`config.mk`:
```
export PLATFORM = sky130hd
export DESIGN_NAME = apb_master_arbiter_flat
export DESIGN_NICKNAME = d
export VERILOG_FILES = /design/src/rtl/apb_master_arbiter_if.sv /design/src/rtl/apb_master_arbiter.sv /design/src/flat_wrapper.sv
export SDC_FILE = /design/constraint.sdc
export NUM_CORES = 1
export LEC_CHECK = 0
export ABC_AREA = 0
export ABC_CLOCK_PERIOD_IN_PS = 2100
export CORE_MARGIN = 3
export CORE_UTILIZATION = 35
export CTS_CLUSTER_DIAMETER = 30
export DETAILED_ROUTE_END_ITERATION = 8
export PLACE_DENSITY = 0.82
export SYNTH_ARGS = -nofsm -noshare
export SYNTH_HDL_FRONTEND = slang
export SYNTH_SLANG_ARGS = --single-unit
```
`constraint.sdc`:
```
create_clock -name PCLK -period 2.1 [get_ports PCLK]
set_input_delay 0.315 -clock PCLK [delete_from_list [all_inputs] [get_ports PCLK]]
set_output_delay 0.315 -clock PCLK [all_outputs]
set_load 0.03 [all_outputs]
```
`src/rtl/apb_master_arbiter_if.sv`:
```
// APB bus bundle between the arbitrating master and a single APB slave.
// Signal names follow the AMBA APB naming so the slave side can be wired directly.
interface apb_master_arbiter_if #(
   parameter int AW = 32,
   parameter int DW = 32
);
   logic          PSEL;
   logic          PENABLE;
   logic          PWRITE;
   logic [AW-1:0] PADDR;
   logic [DW-1:0] PWDATA;
   logic [DW-1:0] PRDATA;
   logic          PREADY;
   logic          PSLVERR;

   modport master (
      output PSEL,
      output PENABLE,
      output PWRITE,
      output PADDR,
      output PWDATA,
      input  PRDATA,
      input  PREADY,
      input  PSLVERR
   );

   modport slave (
      input  PSEL,
      input  PENABLE,
      input  PWRITE,
      input  PADDR,
      input  PWDATA,
      output PRDATA,
      output PREADY,
      output PSLVERR
   );
endinterface

```
`src/rtl/apb_master_arbiter.sv`:
```
// Round-robin APB master: arbitrates NREQ local requesters onto one APB slave,
// honours PREADY wait states and forces an error completion on a hung slave.
//
// state     | meaning
// ----------+-----------------------------------------------------------
// ST_IDLE   | bus idle, arbitrate among req_valid, latch winner
// ST_SETUP  | PSEL=1, PENABLE=0 for exactly one cycle
// ST_ACCESS | PSEL=1, PENABLE=1 until PREADY or wait-timer expiry
module apb_master_arbiter #(
   parameter int AW      = 32,
   parameter int DW      = 32,
   parameter int NREQ    = 2,
   parameter int TIMEOUT = 16
) (
   input  logic               PCLK,
   input  logic               PRESETn,
   input  logic [NREQ-1:0]    req_valid,
   input  logic [NREQ-1:0]    req_write,
   input  logic [NREQ*AW-1:0] req_addr,
   input  logic [NREQ*DW-1:0] req_wdata,
   output logic [NREQ-1:0]    req_done,
   output logic [DW-1:0]      req_rdata,
   output logic               req_err,
   apb_master_arbiter_if.master apb
);

   localparam int              IW       = (NREQ > 1) ? $clog2(NREQ) : 1;
   localparam int              TW       = (TIMEOUT > 1) ? $clog2(TIMEOUT) : 1;
   localparam bit              TMR_EN   = (TIMEOUT > 0);
   localparam logic [TW-1:0]   TMR_LOAD = TW'((TIMEOUT > 0) ? TIMEOUT - 1 : 0);
   localparam logic [IW-1:0]   LAST_REQ = IW'(NREQ - 1);

   typedef enum logic [1:0] {
      ST_IDLE   = 2'd0,
      ST_SETUP  = 2'd1,
      ST_ACCESS = 2'd2
   } state_t;

   state_t        state_q, state_nx;
   logic [IW-1:0] ptr_q, ptr_nx;
   logic [IW-1:0] gnt_q, gnt_nx;
   logic [TW-1:0] tmr_q, tmr_nx;
   logic          psel_q, psel_nx;
   logic          penable_q, penable_nx;
   logic          pwrite_q, pwrite_nx;
   logic [AW-1:0] paddr_q, paddr_nx;
   logic [DW-1:0] pwdata_q, pwdata_nx;

   logic          win_found;
   logic [IW-1:0] win_idx;
   logic [IW:0]   cand;
   logic          tmr_expired;
   logic          xfer_end;

   // Rotating-priority search: first valid requester at or after ptr_q.
   always_comb begin
      win_found = 1'b0;
      win_idx   = '0;
      cand      = '0;
      for (int j = 0; j < NREQ; j++) begin
         cand = {1'b0, ptr_q} + (IW+1)'(j);
         if (cand >= (IW+1)'(NREQ)) begin
            cand = cand - (IW+1)'(NREQ);
         end
         if (!win_found && req_valid[cand[IW-1:0]]) begin
            win_found = 1'b1;
            win_idx   = cand[IW-1:0];
         end
      end
   end

   assign tmr_expired = TMR_EN && (tmr_q == '0);
   assign xfer_end    = (state_q == ST_ACCESS) && (apb.PREADY || tmr_expired);

   always_comb begin
      state_nx  = state_q;
      ptr_nx    = ptr_q;
      gnt_nx    = gnt_q;
      tmr_nx    = tmr_q;
      pwrite_nx = pwrite_q;
      paddr_nx  = paddr_q;
      pwdata_nx = pwdata_q;
      unique case (state_q)
         ST_IDLE: begin
            if (win_found) begin
               state_nx  = ST_SETUP;
               gnt_nx    = win_idx;
               ptr_nx    = (win_idx == LAST_REQ) ? '0 : win_idx + 1'b1;
               pwrite_nx = req_write[win_idx];
               paddr_nx  = req_addr[win_idx*AW +: AW];
               pwdata_nx = req_wdata[win_idx*DW +: DW];
            end
         end
         ST_SETUP: begin
            state_nx = ST_ACCESS;
            tmr_nx   = TMR_LOAD;
         end
         ST_ACCESS: begin
            if (xfer_end) begin
               state_nx = ST_IDLE;
            end else if (tmr_q != '0) begin
               tmr_nx = tmr_q - 1'b1;
            end
         end
         default: begin
            state_nx = ST_IDLE;
         end
      endcase
      psel_nx    = (state_nx != ST_IDLE);
      penable_nx = (state_nx == ST_ACCESS);
   end

   always_ff @(posedge PCLK or negedge PRESETn) begin
      if (!PRESETn) begin
         state_q   <= ST_IDLE;
         ptr_q     <= '0;
         gnt_q     <= '0;
         tmr_q     <= '0;
         psel_q    <= 1'b0;
         penable_q <= 1'b0;
         pwrite_q  <= 1'b0;
         paddr_q   <= '0;
         pwdata_q  <= '0;
      end else begin
         state_q   <= state_nx;
         ptr_q     <= ptr_nx;
         gnt_q     <= gnt_nx;
         tmr_q     <= tmr_nx;
         psel_q    <= psel_nx;
         penable_q <= penable_nx;
         pwrite_q  <= pwrite_nx;
         paddr_q   <= paddr_nx;
         pwdata_q  <= pwdata_nx;
      end
   end

   // A real PREADY in the expiry cycle wins, so slave status is reported.
   always_comb begin
      req_done  = '0;
      req_rdata = '0;
      req_err   = 1'b0;
      if (xfer_end) begin
         req_done[gnt_q] = 1'b1;
         if (apb.PREADY) begin
            req_rdata = apb.PRDATA;
            req_err   = apb.PSLVERR;
         end else begin
            req_err   = 1'b1;
         end
      end
   end

   assign apb.PSEL    = psel_q;
   assign apb.PENABLE = penable_q;
   assign apb.PWRITE  = pwrite_q;
   assign apb.PADDR   = paddr_q;
   assign apb.PWDATA  = pwdata_q;

endmodule

```
`src/flat_wrapper.sv`:
```
// flat-port wrapper written by rule: the top's interface ports become plain ports
module apb_master_arbiter_flat 
#(
   parameter int AW      = 32,
   parameter int DW      = 32,
   parameter int NREQ    = 2,
   parameter int TIMEOUT = 16
)
  (PCLK, PRESETn, req_valid, req_write, req_addr, req_wdata, req_done, req_rdata, req_err, apb_PSEL, apb_PENABLE, apb_PWRITE, apb_PADDR, apb_PWDATA, apb_PRDATA, apb_PREADY, apb_PSLVERR);
  apb_master_arbiter_if #(.AW(AW), .DW(DW)) apb_i ();
  input  logic PCLK;
  input  logic PRESETn;
  input  logic [NREQ-1:0] req_valid;
  input  logic [NREQ-1:0] req_write;
  input  logic [NREQ*AW-1:0] req_addr;
  input  logic [NREQ*DW-1:0] req_wdata;
  output logic [NREQ-1:0] req_done;
  output logic [DW-1:0] req_rdata;
  output logic req_err;
  output wire logic [$bits(apb_i.PSEL)-1:0] apb_PSEL;
  output wire logic [$bits(apb_i.PENABLE)-1:0] apb_PENABLE;
  output wire logic [$bits(apb_i.PWRITE)-1:0] apb_PWRITE;
  output wire logic [$bits(apb_i.PADDR)-1:0] apb_PADDR;
  output wire logic [$bits(apb_i.PWDATA)-1:0] apb_PWDATA;
  input wire logic [$bits(apb_i.PRDATA)-1:0] apb_PRDATA;
  input wire logic [$bits(apb_i.PREADY)-1:0] apb_PREADY;
  input wire logic [$bits(apb_i.PSLVERR)-1:0] apb_PSLVERR;
  assign apb_PSEL = apb_i.PSEL;
  assign apb_PENABLE = apb_i.PENABLE;
  assign apb_PWRITE = apb_i.PWRITE;
  assign apb_PADDR = apb_i.PADDR;
  assign apb_PWDATA = apb_i.PWDATA;
  assign apb_i.PRDATA = apb_PRDATA;
  assign apb_i.PREADY = apb_PREADY;
  assign apb_i.PSLVERR = apb_PSLVERR;
  apb_master_arbiter #(.AW(AW), .DW(DW), .NREQ(NREQ), .TIMEOUT(TIMEOUT)) u_core (.PCLK(PCLK), .PRESETn(PRESETn), .req_valid(req_valid), .req_write(req_write), .req_addr(req_addr), .req_wdata(req_wdata), .req_done(req_done), .req_rdata(req_rdata), .req_err(req_err), .apb(apb_i));
endmodule
```
==> results of run 1 <==
where the power goes:
part / leakage, nW / internal [mW] / total, mW / switching, mW
clock network: 0.102 / 0.571 / 1.10 / 0.524
logic: 1.94 / 2.52 / 5.47 / 2.95
registers: 0.913 / 2.13 / 2.51 / 0.377
state kept, by name (all words and copies together) (netlist names):
| signal | count |
|---|---|
| u_core.apb.PADDR | 32 |
| u_core.apb.PENABLE | 1 |
| u_core.apb.PSEL | 1 |
| u_core.apb.PWDATA | 32 |
| u_core.apb.PWRITE | 1 |
| u_core.gnt_q | 1 |
| u_core.ptr_q | 1 |
| u_core.state_q | 2 |
| u_core.tmr_q | 4 |
through the flow:
| stage | std cells | cell area (um2) |
|---|---|---|
| floorplan | 325 | 3660 |
| global placement | 709 | 6536 |
| detailed placement | 709 | 6536 |
| CTS | 729 | 6789 |
| global route | 730 | 6812 |
| finish | 730 | 6812 |
worst max-delay path: stages (launching register included):
cell and delay (ps):
dfrtp_1 390, inv_2 90, ha_4 140, or3b_4 400
o21ai_2 120, and2_4 160, buf_12 110
area by class of cell:
cell class	count	area share [%]
Tap cell	133	2.443
Clock inverter	5	0.7899
Clock buffer	10	2.021
Timing Repair Buffer	286	42.14
Sequential cell	75	27.55
Inverter	9	0.4960
Multi-Input combinational cell	212	24.56
timing repair:
item                                    4_1_cts  5_1_grt
pin swaps                                     2        0
hold buffers                                  1        0
hold endpoints to repair                     35        0
endpoints found under the setup margin       31       35
setup buffers                                 4        1
resized for setup                             8        4
kinds of logic after synthesis:
kind of cell,synth area share (%)
fa+ha+maj,1.709
compound gates,21.88
simple gates,20.31
flops,51.28
buf+inv,4.820
per-layer routing:
metal / part of all wire [%] / global-route usage [%]
met2: 52 / 40.14
met1: 37 / 25.83
met5: 0 / 0
met4: 1.7 / 5.951
met3: 8.9 / 7.940
placed cells by master, fill, tap and decap left out, types with 2 or more instances in the layout:
| cell | count |
|---|---|
| and2_1 | 2 |
| ha_4 | 2 |
| a221oi_1 | 2 |
| nand2b_1 | 2 |
| a21o_1 | 2 |
| inv_1 | 6 |
| ha_1 | 3 |
| nor2b_1 | 2 |
| and2_0 | 65 |
| buf_4 | 41 |
| o21ai_1 | 2 |
| clkinv_2 | 3 |
| a21oi_4 | 2 |
| buf_12 | 11 |
| clkdlybuf4s50_1 | 233 |
| nor3_1 | 2 |
| nand2_1 | 5 |
| nor2_1 | 4 |
| dfrtp_1 | 75 |
| inv_2 | 3 |
| clkbuf_8 | 10 |
| and3_1 | 32 |
| a21oi_1 | 2 |
| a221o_1 | 65 |
path summary, 6_finish.rpt:
path / startpoint / endpoint / depth (start not counted) / slack (ps)
worst max-delay path: u_core.tmr_q[1]$_DFFE_PN0P_ / req_err / 6 / 30
worst min-delay path: PRESETn / u_core.apb.PWDATA[0]$_DFFE_PN0P_ / 2 / 470
worst max register to register: u_core.state_q[0]$_DFF_PN0_ / u_core.apb.PWDATA[10]$_DFFE_PN0P_ / 6 / 240
worst min register to register: u_core.gnt_q$_DFFE_PN0P_ / u_core.gnt_q$_DFFE_PN0P_ / 1 / 520
max in group asynchronous: PRESETn / u_core.apb.PADDR[24]$_DFFE_PN0P_ / 3 / 1030
min in group PCLK: u_core.gnt_q$_DFFE_PN0P_ / u_core.gnt_q$_DFFE_PN0P_ / 1 / 520
==> impl_metrics.csv, run 1 <==
group,metric,value,unit
synth,synth_edf_count,0,
setup_path,start_kind,"register",
synth,netlist_top_cells_count,"75 x dfrtp_1, 65 x a221o_1, 65 x and2_0",
synth,yosys.area.top_type,"dfrtp_1",
floorplan,dieArea,11720,um2
global_route,antenna_found_initial,0,
synth,ys_seq_elements,75,
drt,viasPerCell,5.144,
global_route,grt_pass1_vias,3878,
floorplan,rows,36,
setup_path,end_kind,"output port",
clock_network,cts_tree,"yes",
sta,rsz0062_at_grt,"yes",
clock_network,clockBufferDepth,2,
cells_and_area,drive_above_1_share,13.23,%
global_route,grt_pass1_wl,20540,um
synth,synth_cells,325,
synth,ys.flop_type,"dfrtp_1",
drt,drc,0,
sta,fin_crit_sh,98.50,%
clock_network,clock-sinks,75,
sta,maxSlewHeadroom,68.26,%
sta,holdWs,474.7,ps
setup_path,critical_path_class,"reg -> out",
clock_network,htree_levels,3,
job,cap_violations,0,
synth,yosys.cell_types.count,34,
power,irDropWorstVdd,605.1,uV
clock_network,clk_latency,340,ps
floorplan,die_y,108.3,um
synth,ys_seq_area_share,51.28,%
drt,wl_per_cell,18.70,um
synth,synth_nets,498,
global_route,grtUsageTotal,22.59,%
power,p_leak,2.956,nW
drt,vias,3755,
sta,period_needed,2069,ps
place,post-dp-hpwl,10170,um
sta,clock.fmax,483.4,MHz
synth,yosys_warnings,0,
drt,wl,13650,um
outcome,outcome,"completed",
sta,tns,0,ps
floorplan,start_util,36.76,%
place,port_buffers,269,
power,power.density,1332,nW/um2
power,report.power.total,9.072,mW
drt,firstDrtPassIters,4,
drt,drt_iter0_markers,253,
sta,skew,7.236,ps
global_route,grt_max_degree,69,
floorplan,die_w,108.3,um
setup_path,cp_max_fo,4,
clock_network,clk_pin_slew,80,ps
floorplan,coreArea,9955,um2
sta,worst_pin_slew,476.0,ps
synth,async_flop_share,100.0,%
sta,worst_slack,31.40,ps
synth,avgSynthCellArea,11.26,um2
setup_path,worstPathRequired,1780,ps
sta,finalHoldViolCount,0,
sta,setup_viol,0,
clock_network,root_buffer,"clkbuf_8",
cells_and_area,post-route-util,68.43,%
setup_path,critPathArrivalTime,1750,ps
floorplan,pin_count,270,
sta,drv_slew,0,
cells_and_area,area_delta_synth_final,86.12,%
synth,synth_area,3660,um2
cells_and_area,multi_input_area,1673,um2
cells_and_area,num_antenna_cells,0,
clock_network,cts-buffers-inserted,9,
cells_and_area,nFillCells,731,
synth,synth.top_cell.area_share,51.28,%
synth,synth.area.top_cells,"dfrtp_1 51%, a221o_1 18%, and2_0 11%, and3_1 5.5%, buf_2 2.1%",
synth,yosysMostFrequentCell,"dfrtp_1",
cells_and_area,final_net_count,766,
place,routabilityCongestion,0.7965,
drt,final_antenna_net_count,0,
cells_and_area,seqCellArea,1877,um2
global_route,grt_overflow,0,
place,pre_cts_ws,201.3,ps
worst_hold_path,hold_path_class,"in -> async",
Power figures use the tool's default switching activity.
==> inputs of run 2 (changes only) <==
- PLACE_DENSITY: 0.82 -> default
- PLACE_DENSITY_LB_ADDON: default -> 0.2
==> impl_metrics.csv, run 2 (synthesis gave the netlist of run 1 again) <==
group,metric,value,unit
outcome,outcome,"completed",
drt,viasPerCell,5.174,
place,routabilityCongestion,0.8881,
place,port_buffers,269,
cells_and_area,final_common_cell,"clkdlybuf4s50_1",
setup_path,start_kind,"register",
global_route,antenna_found_initial,0,
cells_and_area,area_delta_synth_final,83.52,%
setup_path,r2r-end,"u_core.apb.PWDATA[24]$_DFFE_PN0P_",
setup_path,critPathArrivalTime,1760,ps
setup_path,cp_max_fo,3,
drt,final_antenna_net_count,0,
setup_path,critical_path_class,"reg -> out",
power,report.power.total,9.045,mW
clock_network,cts_tree,"yes",
job,cap_violations,0,
setup_path,slowest_stage,"dfrtp_1",
sta,period_needed,2076,ps
sta,rsz0062_at_grt,"yes",
drt,drt_iter0_markers,162,
sta,skew,7.617,ps
place,post-dp-hpwl,10550,um
sta,clock.fmax,481.8,MHz
sta,worst_pin_slew,447.1,ps
sta,drv_slew,0,
setup_path,end_kind,"output port",
power,power.density,1347,nW/um2
floorplan,die_y,108.3,um
clock_network,root_buffer,"clkbuf_8",
worst_hold_path,hold_path_class,"in -> async",
clock_network,cts-buffers-inserted,9,
drt,wl,14040,um
global_route,grtUsageTotal,23.38,%
setup_path,cpPeakStageDelay,390,ps
floorplan,start_util,36.76,%
setup_path,worst-path-buf-inv,2,
setup_path,worstPathCellList,"inv_2 -> ha_4 -> or3b_4 -> o21ai_2 -> and2_4 -> buf_6",
setup_path,rr_startpoint,"u_core.state_q[0]$_DFF_PN0_",
drt,wl_per_cell,19.24,um
clock_network,clockBufferDepth,2,
setup_path,crit_family,"simple AND/OR/NAND/NOR gates",
global_route,grt_pass1_vias,4049,
sta,setup_viol,0,
global_route,grt_max_degree,54,
cells_and_area,num_antenna_cells,0,
power,p_leak,2.932,nW
floorplan,rows,36,
floorplan,die_w,108.3,um
drt,firstDrtPassIters,4,
sta,fin_crit_sh,98.84,%
global_route,grt_overflow,0,
clock_network,clk_latency,350,ps
clock_network,htree_levels,3,
floorplan,pin_count,270,
cells_and_area,drive_above_1_share,12.90,%
sta,finalHoldViolCount,0,
global_route,grt_pass1_wl,21200,um
cells_and_area,final_net_count,766,
cells_and_area,nFillCells,790,
setup_path,r2r_cells,6,
power,irDropWorstVdd,700.3,uV
setup_path,rrSetupSlack,210,ps
place,placed_area,6449,um2
cells_and_area,final_area,6716,um2
drt,vias,3777,
clock_network,clock-sinks,75,
sta,maxSlewHeadroom,70.19,%
floorplan,coreArea,9955,um2
cells_and_area,final_cell_mix,"233 x clkdlybuf4s50_1, 75 x dfrtp_1, 65 x and2_0, 65 x a221o_1, 46 x buf_4",
sta,worst_slack,24.36,ps
cells_and_area,post-route-util,67.47,%
clock_network,clk_pin_slew,80,ps
drt,drc,0,
place,pre_cts_ws,136.7,ps
setup_path,worstPathRequired,1780,ps
floorplan,dieArea,11720,um2
sta,holdWs,444.8,ps
[run 2: worst max-delay path by stage]
| stage | startpoint | to | slack, ps | depth (start not counted) |
|---|---|---|---|---|
| floorplan | u_core.tmr_q[0]$_DFFE_PN0P_ | req_done[0] | 220 | 5 |
| detailed placement | req_valid[0] | u_core.apb.PADDR[4]$_DFFE_PN0P_ | 140 | 5 |
| finish | u_core.tmr_q[1]$_DFFE_PN0P_ | req_err | 20 | 6 |
| global placement | req_valid[0] | u_core.apb.PADDR[4]$_DFFE_PN0P_ | 160 | 5 |
| CTS | u_core.tmr_q[0]$_DFFE_PN0P_ | req_done[1] | 3 | 7 |
| global route | u_core.tmr_q[1]$_DFFE_PN0P_ | req_err | -40 | 6 |
[run 2: layer usage]
metal / share of wire [%] / track usage [%]
met5: 0 / 0
met4: 3.4 / 10.28
met3: 9.8 / 8.060
met2: 49 / 39.92
met1: 38 / 26.48
[run 2: final cells by class]
type	count	area, um2	share of cell area [%]
Timing Repair Buffer	286	2790	41.54
Sequential cell	75	1877	27.94
Multi-Input combinational cell	212	1660	24.72
Tap cell	133	166.4	2.478
Clock buffer	9	123.9	1.844
Clock inverter	6	65.06	0.9687
Inverter	9	33.78	0.5030
[run 2: repair_timing]
| item | 4_1_cts | 5_1_grt |
|---|---|---|
| gates resized for setup | 5 | 6 |
| cloned | 0 | 0 |
| hold buffers | 1 | 0 |
| buffers inserted | 4 | 1 |
| setup endpoints to repair | 3 | 24 |
| hold endpoints to repair | 32 | 0 |
| pin swaps | 1 | 2 |
[run 2: power by group]
group          total (mW)  internal [mW]  leakage, nW  switching [mW]
clock network        1.11          0.544       0.0955           0.564
registers            2.51           2.13        0.913           0.388
logic                5.42           2.49         1.92            2.94
[run 2: per-stage QoR]
stage / instances / setup TNS (ps)
after floorplan: 325 / 0
after global placement: 709 / 0
after detailed placement: 709 / 0
after CTS: 729 / 0
after global routing: 730 / -69.48
final: 730 / 0
==> patch (flow settings as in run 1) <==
`AW` is set to 32 in 3 places; all go to 16.
--- a/src/rtl/apb_master_arbiter_if.sv
+++ b/src/rtl/apb_master_arbiter_if.sv
@@ -1,7 +1,7 @@
 // APB bus bundle between the arbitrating master and a single APB slave.
 // Signal names follow the AMBA APB naming so the slave side can be wired directly.
 interface apb_master_arbiter_if #(
-   parameter int AW = 32,
+   parameter int AW = 16,
    parameter int DW = 32
 );
    logic          PSEL;
--- a/src/rtl/apb_master_arbiter.sv
+++ b/src/rtl/apb_master_arbiter.sv
@@ -7,7 +7,7 @@
 // ST_SETUP  | PSEL=1, PENABLE=0 for exactly one cycle
 // ST_ACCESS | PSEL=1, PENABLE=1 until PREADY or wait-timer expiry
 module apb_master_arbiter #(
-   parameter int AW      = 32,
+   parameter int AW      = 16,
    parameter int DW      = 32,
    parameter int NREQ    = 2,
    parameter int TIMEOUT = 16
--- a/src/flat_wrapper.sv
+++ b/src/flat_wrapper.sv
@@ -1,7 +1,7 @@
 // flat-port wrapper written by rule: the top's interface ports become plain ports
 module apb_master_arbiter_flat 
 #(
-   parameter int AW      = 32,
+   parameter int AW      = 16,
    parameter int DW      = 32,
    parameter int NREQ    = 2,
    parameter int TIMEOUT = 16
Ports: changed (resized apb_PADDR and req_addr); port bits go from 270 to 222. The function was not compared with the original's and may differ.
==> patch against run 1 <==
Die area down 22%; via count decreased by 19%; count of clock-buffer cells in the layout up 1; clock skew increased by 0.0027 ns; routed wire length fell by 26%; design area down 22%; global-route usage is 1.5 points lower; register-to-register slack got worse by 0.09 ns; sequential share of layout area up 0.21 points; sequential cell count decreased by 16; highest routed layer unchanged; power down 24%; setup slack improved by 0.094 ns; largest cell class unchanged; critical path type unchanged; synthesized area is 23% lower.
==> patch: results (changes against run 1) <==
status: "completed"
regToRegEndpoint: "u_core.apb.PWDATA[7]"
synthXorXnorAreaFrac: 0  # unchanged
fillers: 584  # -20%
ys_types: 26  # -24%
htreeDepth: 3  # unchanged
worst_pin_slew_ns: 0.616  # +0.140 ns
hold_slack_ns: 0.00214  # -0.473 ns
peakVddDrop_uv: 811  # +34%
synth.area.top_cells: "dfrtp_1, a222oi_1, inv_1, and3_1, buf_2"
synth_compound_area_frac: 0.216  # -0.00264
synth_top_family_by_area: "compound AO/OA/AOI/OAI gates"
cp_max_fo: 24  # +20
synthTopCellsByCount: "dfrtp_1, inv_1, a222oi_1, and3_1, buf_2"
antenna_found_initial: 0  # unchanged
gp_congestion: 0.742  # -6.8%
ys_async_sr_fraction: 1.00  # unchanged
clock-root-buffer: "clkbuf_8"
clock_latency_ns: 0.32  # -0.02 ns
layout-drive-gt1-share: 0.139  # +0.00673
grt_max_degree: 51  # -26%
hold_class: "in2async"
timing.rr.start: "u_core.state_q[0]"
numCtsBuffers: 9  # unchanged
grt_pass1_wl_um: 14900  # -28%
synth.mux.area_fraction: 0.00715  # +0.00715
reg2reg_depth: 7  # +1
leakagePower_nw: 2.61  # -12%
dp_hpwl_um: 7710  # -24%
ys_seq_area_frac: 0.527  # +0.0142
synthAdderAreaFrac: 0.0223  # +0.00524
finalWirelength_um: 10100  # -26%
cts.clk_slew.worst_paths_ns: 0.07
cts_setup_buffers: 0  # -4
skew_ns: 0.00996  # +0.00272 ns
via_per_inst: 5.20  # +1.1%
synth_warnings: 0  # unchanged
drt_iter0_markers: 238  # -5.9%
largest_reg_flops: 32
final_nets: 626  # -18%
cts_max_path_buffers: 2  # unchanged
grt_pass1_vias: 3003  # -23%
first_pass_iters: 6  # +2
pre_cts_ws_ns: 0.151  # -0.0505 ns
track_usage: 0.211  # -0.0152
power.switching_mw: 2.94  # -24%
io_buffer_count: 221  # -18%
syn_nets: 409  # -18%
diodes: 0  # unchanged
arrival_ns: 1.66  # -0.09 ns
## patch: cell types whose count changed after synthesis, sizes merged, moves of 2 or more
cell / delta
a221oi: -2
and2: -68
a222oi: +49
a221o: -65
nand3b: +2
buf: -4
nand2b: -2
a21oi: +2
nor2: +2
dfrtp: -16
a211oi: +2
inv: +48
mux2i: +2
## patch: logic make-up after synthesis
group                    after synthesis
buffers and inverters                 81
AO/OA/AOI/OAI                         68
flip-flops                            59
AND/OR/NAND/NOR                       53
adder cells (fa/ha/maj)                5
multiplexers                           2
## patch: worst max-delay path: stages, from the launching register on
cell and delay, ns:
dfrtp_1 0.43, inv_1 0.17, ha_4 0.25, buf_12 0.16, and3_1 0.17, buf_4 0.16
## patch: cell type report
| class | count | share of cell area |
|---|---|---|
| Tap cell | 99 | 0.0233 |
| Clock inverter | 4 | 0.00941 |
| Timing Repair Buffer | 230 | 0.421 |
| Clock buffer | 11 | 0.0285 |
| Inverter | 57 | 0.0402 |
| Multi-Input combinational cell | 128 | 0.200 |
| Sequential cell | 59 | 0.278 |
## patch: through the flow
step	total power, mW	std cells	cell area [um2]
after floorplan	4.11	268	2800
after global placement	5.76	573	5090
after detailed placement	5.85	573	5090
after CTS	6.94	588	5300
after global routing	7.26	588	5320
final	6.86	588	5320
## patch: per-layer routing
| metal | up-vias | track usage | part of all wire |
|---|---|---|---|
| li1 | 1436 | - | - |
| met5 | - | 0 | 0 |
| met3 | 10 | 0.0560 | 0.081 |
| met4 | 0 | 0.0711 | 0.012 |
| met2 | 152 | 0.379 | 0.54 |
| met1 | 1461 | 0.241 | 0.37 |
## patch: what timing repair did
item,4_1_cts,5_1_grt
hold buffers,0,0
pin swaps,0,0
setup endpoints to repair,26,3
gates resized for setup,3,3
## patch: worst max-delay path by stage
stage	from	endpoint	slack (ns)	cells after the start
6_report	u_core.state_q[0]	req_rdata[7]	0.13	5
5_1_grt	u_core.tmr_q[0]	req_err	0.0006	7
4_1_cts	u_core.tmr_q[0]	req_err	0.005	7
3_5_place_dp	u_core.state_q[0]	req_done[0]	0.15	5
3_3_place_gp	u_core.state_q[0]	req_done[1]	0.24	5
2_1_floorplan	u_core.tmr_q[0]	req_done[0]	0.17	5
## patch: power groups by stage
stage                     Combinational [mW]  Clock [mW]  Sequential [mW]
final                                   3.86        1.03             1.97
after global routing                    4.11        1.12             2.03
after CTS                               3.90        1.06             1.97
after detailed placement                3.88           0             1.97
after global placement                  3.79           0             1.96
after floorplan                         1.23           0             2.88
